$ cat src/rtl/fl_pkg.sv
// Shared binary32 definitions for the floating-point multiplier: format constants,
// field extraction helpers and operand classification.
package fl_pkg;

    localparam int          FP_BIAS  = 127;
    localparam int          EXP_W    = 8;
    localparam int          FRAC_W   = 23;
    localparam logic [31:0] QNAN     = 32'h7FC0_0000;
    localparam logic [31:0] POS_ZERO = 32'h0000_0000;

    typedef enum logic [1:0] {
        ZERO,
        NORM,
        INF,
        NAN
    } op_class_e;

    function automatic logic get_sign(input logic [31:0] x);
        return x[31];
    endfunction

    function automatic logic [EXP_W-1:0] get_exp(input logic [31:0] x);
        return x[30:23];
    endfunction

    function automatic logic [FRAC_W-1:0] get_frac(input logic [31:0] x);
        return x[22:0];
    endfunction

    // Denormals (exponent 0) classify as ZERO: the datapath flushes them.
    function automatic op_class_e classify(input logic [31:0] x);
        if (get_exp(x) == '0)
            return ZERO;
        else if (get_exp(x) == '1)
            return (get_frac(x) == '0) ? INF : NAN;
        else
            return NORM;
    endfunction

endpackage

$ cat src/rtl/fl_mult_round.sv
// Normalises a 48-bit mantissa product, rounds to nearest-even and packs a binary32
// value, reporting exponent overflow/underflow after rounding.
module fl_mult_round
    import fl_pkg::*;
(
    input  logic               i_sign,
    input  logic [47:0]        i_product,
    input  logic signed [9:0]  i_exp,
    output logic [31:0]        o_value,
    output logic               o_overflow,
    output logic               o_underflow
);

    logic [FRAC_W-1:0]  w_frac_trunc;
    logic               w_guard;
    logic               w_sticky;
    logic               w_round_up;
    logic [FRAC_W:0]    w_frac_rounded;
    logic signed [9:0]  w_exp_norm;
    logic signed [9:0]  w_exp_final;

    always_comb begin
        if (i_product[47]) begin
            w_frac_trunc = i_product[46:24];
            w_guard      = i_product[23];
            w_sticky     = |i_product[22:0];
            w_exp_norm   = i_exp + 10'sd1;
        end else begin
            w_frac_trunc = i_product[45:23];
            w_guard      = i_product[22];
            w_sticky     = |i_product[21:0];
            w_exp_norm   = i_exp;
        end
    end

    // A carry out of the fraction leaves the lower bits all zero, i.e. mantissa 1.0.
    assign w_round_up     = w_guard & (w_sticky | w_frac_trunc[0]);
    assign w_frac_rounded = {1'b0, w_frac_trunc} + {{FRAC_W{1'b0}}, w_round_up};
    assign w_exp_final    = w_exp_norm + (w_frac_rounded[FRAC_W] ? 10'sd1 : 10'sd0);

    assign o_overflow  = (w_exp_final >= 10'sd255);
    assign o_underflow = (w_exp_final <= 10'sd0);

    always_comb begin
        if (o_overflow)
            o_value = {i_sign, 8'hFF, 23'h0};
        else if (o_underflow)
            o_value = POS_ZERO;
        else
            o_value = {i_sign, w_exp_final[7:0], w_frac_rounded[FRAC_W-1:0]};
    end

endmodule

$ cat src/rtl/fl_mult.sv
// Binary32 multiplier: combinational product with special-case handling and
// status flags registered on each rising clock edge.
module fl_mult
    import fl_pkg::*;
(
    input  logic        clk,
    input  logic        rst_n,
    input  logic [31:0] a_operand,
    input  logic [31:0] b_operand,
    output logic [31:0] result,
    output logic        exception,
    output logic        overflow,
    output logic        underflow
);

    op_class_e          w_class_a;
    op_class_e          w_class_b;
    logic               w_sign;
    logic [47:0]        w_mant_a;
    logic [47:0]        w_mant_b;
    logic [47:0]        w_product;
    logic signed [9:0]  w_exp_sum;
    logic [31:0]        w_round_value;
    logic               w_round_ovf;
    logic               w_round_unf;
    logic               w_any_nan;
    logic               w_any_inf;
    logic               w_any_zero;
    logic               w_exc_next;
    logic               w_ovf_next;
    logic               w_unf_next;
    logic               r_exception;
    logic               r_overflow;
    logic               r_underflow;

    assign w_class_a = classify(a_operand);
    assign w_class_b = classify(b_operand);
    assign w_sign    = get_sign(a_operand) ^ get_sign(b_operand);

    assign w_mant_a  = {24'd0, 1'b1, get_frac(a_operand)};
    assign w_mant_b  = {24'd0, 1'b1, get_frac(b_operand)};
    assign w_product = w_mant_a * w_mant_b;
    assign w_exp_sum = 10'(get_exp(a_operand)) + 10'(get_exp(b_operand)) - 10'(FP_BIAS);

    fl_mult_round u_round (
        .i_sign      (w_sign),
        .i_product   (w_product),
        .i_exp       (w_exp_sum),
        .o_value     (w_round_value),
        .o_overflow  (w_round_ovf),
        .o_underflow (w_round_unf)
    );

    assign w_any_nan  = (w_class_a == NAN)  || (w_class_b == NAN);
    assign w_any_inf  = (w_class_a == INF)  || (w_class_b == INF);
    assign w_any_zero = (w_class_a == ZERO) || (w_class_b == ZERO);

    // NOTE: every output gets a default first so no path through the priority chain infers a latch.
    always_comb begin
        result     = w_round_value;
        w_exc_next = 1'b0;
        w_ovf_next = 1'b0;
        w_unf_next = 1'b0;
        if (w_any_nan || (w_any_inf && w_any_zero)) begin
            result     = QNAN;
            w_exc_next = 1'b1;
        end else if (w_any_inf) begin
            result     = {w_sign, 8'hFF, 23'h0};
            w_exc_next = 1'b1;
        end else if (w_any_zero) begin
            result     = POS_ZERO;
        end else begin
            w_ovf_next = w_round_ovf;
            w_unf_next = w_round_unf;
        end
    end

    // NOTE: non-blocking assignments keep the flag update order-independent across processes.
    always_ff @(posedge clk or negedge rst_n) begin
        if (!rst_n) begin
            r_exception <= 1'b0;
            r_overflow  <= 1'b0;
            r_underflow <= 1'b0;
        end else begin
            r_exception <= w_exc_next;
            r_overflow  <= w_ovf_next;
            r_underflow <= w_unf_next;
        end
    end

    assign exception = r_exception;
    assign overflow  = r_overflow;
    assign underflow = r_underflow;

endmodule

$ cat config.mk
export PLATFORM = sky130hd
export DESIGN_NAME = fl_mult
export DESIGN_NICKNAME = d
export VERILOG_FILES = /design/src/rtl/fl_pkg.sv /design/src/rtl/fl_mult_round.sv /design/src/rtl/fl_mult.sv
export SDC_FILE = /design/constraint.sdc
export NUM_CORES = 2
export LEC_CHECK = 0
export ABC_CLOCK_PERIOD_IN_PS = 37400
export CORE_ASPECT_RATIO = 1.75
export CORE_MARGIN = 3
export CORE_UTILIZATION = 60
export CTS_CLUSTER_DIAMETER = 200
export DETAILED_ROUTE_END_ITERATION = 16
export PLACE_DENSITY_LB_ADDON = 0.1
export SLEW_MARGIN = 20
export SYNTH_ARGS = -nofsm -noshare
export SYNTH_HDL_FRONTEND = slang
export SYNTH_SLANG_ARGS = --single-unit
$ cat constraint.sdc
create_clock -name clk -period 37.4 [get_ports clk]
set_input_delay 7.48 -clock clk [delete_from_list [all_inputs] [get_ports clk]]
set_output_delay 7.48 -clock clk [all_outputs]
set_load 0.01 [all_outputs]
==> out/summary.txt <==
Synth top cells by count: 605 x inv_1, 483 x fa_1, 342 x nand2_1
num ports: 101
Initial Utilization: 60.8%
CTS Sinks: 3
status: finished clean
slowest stage delay, CP: 0.95 ns
Crit-path slowest cell: clkdlybuf4s50_1
CP Class: in2out
Sequential cell area: 75.1 um^2
Die Width: 150 um
Synth area leader: fa_1
# DRC: 0
sequential share of the synthesized area: 0.343%
Worst-Margin Slew: 1.18 ns
setup bufs post-CTS: 0
Max Slew Vio Count: 0
worst hold path type: in2async
Iter 0 DRT Violations: 1080
via/cell ratio: 5.95
TNS Setup: 0 ns
wire per inst: 22.5 um
CP Launch Type: primary input
CP Data Required Time: 29.92 ns
RSZ-0062 raised after global routing: false
leading cell types by total area after synthesis: fa_1 44%, ha_1 11%, inv_1 10%, and2_1 7.0%, nand2_1 5.9%
# rows: 92
Setup-failing EPs final: 0
TritonCTS clock tree: yes
Core Box Area: 0.0360 mm^2
utilization after layout: 64.9%
Total GRT Usage: 37.5%
largest net degree at the start of global routing: 42
share of the synthesized area in the top cell type: 44.1%
cell with the most instances after synthesis: inv_1
FMAX: 0.0357 GHz
Max-slew headroom: 21.2%
die outline area: 0.0389 mm^2
Max Buffers Root-to-Sink: 2
critical path's most frequent cell: fa_1
Period minus WS final: 28.02 ns
fin crit share: 74.9%
syn_nets: 3390
CTS clk-pin slew, worst paths: 0.03 ns
dpl hpwl: 57200 um
DR pass1 iterations: 5
Worst Setup End Kind: output port
CTS Root Cell: clkbuf_16
H-Tree Depth: 1
Final Hold Vio Count: 0
met1 WL: 22100 um
CTS Hold Bufs: 0
antenna violations before repair: 4
RePlAce Congestion: 0.975
die height: 259 um
Post-synth EDFFs: 0
Synth Cell Area: 0.0219 mm^2
final hold slack: 7.44 ns
final WL: 70900 um
P&R area growth vs syn: 6.69%
Fill cells: 3106
first-pass GRT wire length: 111000 um
vias in the first global route: 20800
Vias: 18700
# resized after CTS: 0
area occupied by multi-input gates: 0.0191 mm^2
Avg Inst Size Synth: 8.27 um^2
TritonCTS Buffers: 3
critical path arrival: 20.54 ns
met3 routed WL: 4650 um
max-cap check violation count: 0
Yosys reg bits: 3
nets: 3416
routed wl met2: 37000 um
Final ANT Viol Nets: 0
max layer used: met5
Syn Inst Count: 2649
share of layout cells above drive strength 1: 3.03%
yosys warns: 0
worst-path fanout max: 41
port buffer count: 100
post-synthesis cell type count: 91
GRT overflow: 0
async set or reset register ratio after synthesis: 100%
main flop type after synthesis: dfrtp_1
## through the flow
| stage | cells | instance area [um^2] | worst slack [ns] |
|---|---|---|---|
| final | 3146 | 23400 | 9.38 |
| after global routing | 3146 | 23400 | 8.35 |
| after CTS | 3144 | 23400 | 9.40 |
| after detailed placement | 3140 | 23300 | 9.46 |
| after global placement | 3140 | 23300 | 9.67 |
| after floorplan | 2649 | 21900 | 13.04 |
## metal layers
metal / track usage [%] / vias to the layer above
li1: - / 8121
met1: 38.3 / 9336
met2: 66.8 / 907
met3: 5.86 / 360
met4: 29.1 / 2
met5: 0 / -
## critical path: cells and delay by family
family          cells  cell delay (ns)
buf+inv            10             2.64
fa+ha+maj           9             4.12
compound gates     12             3.60
simple gates       12             2.69
## state kept, by name (all words and copies together), names as in the netlist
name,flops
overflow,1
underflow,1
exception,1
## cells in the final DEF (no fill, tap or decap), types with 34 or more instances in the layout
master and instances:
inv_1 605, fa_1 483, nand2_1 342, and2_1 245, ha_1 192, nor2_1 126
clkdlybuf4s50_1 96, a21oi_1 86, xnor2_1 48, o21ai_0 39, buf_4 37, nand3_1 34
## worst paths after layout
kind,from,end,slack [ns]
max,b_operand[8],result[16],9.38
min,rst_n,underflow$_DFF_PN0_,7.44
max in group asynchronous,rst_n,overflow$_DFF_PN0_,29.82
min in group clk,a_operand[24],overflow$_DFF_PN0_,8.35
## cell families (layout without fill, tap and decap cells)
| family | count (synthesis) | in the layout | synth area share (%) |
|---|---|---|---|
| simple gates | 894 | 894 | 20.2 |
| buf+inv | 725 | 750 | 12.6 |
| flops | 3 | 3 | 0.343 |
| compound gates | 263 | 263 | 8.09 |
| fa+ha+maj | 675 | 675 | 55.1 |
| other cells | 0 | 2 | 0 |
| xor+xnor | 79 | 79 | 3.16 |
| mux | 10 | 10 | 0.502 |
## cell type report
| type | count | area share (%) |
|---|---|---|
| timing repair buffer | 137 | 5.38 |
| clock buffer | 4 | 0.337 |
| antenna | 2 | 0.0214 |
| sequential | 3 | 0.321 |
| inverter | 609 | 9.78 |
| tap | 470 | 2.52 |
| multi-input combinational | 1921 | 81.6 |
Power is left out: the tool's default activity adds up to more than one toggle a clock period on the data nets, which glitch-free logic cannot reach.
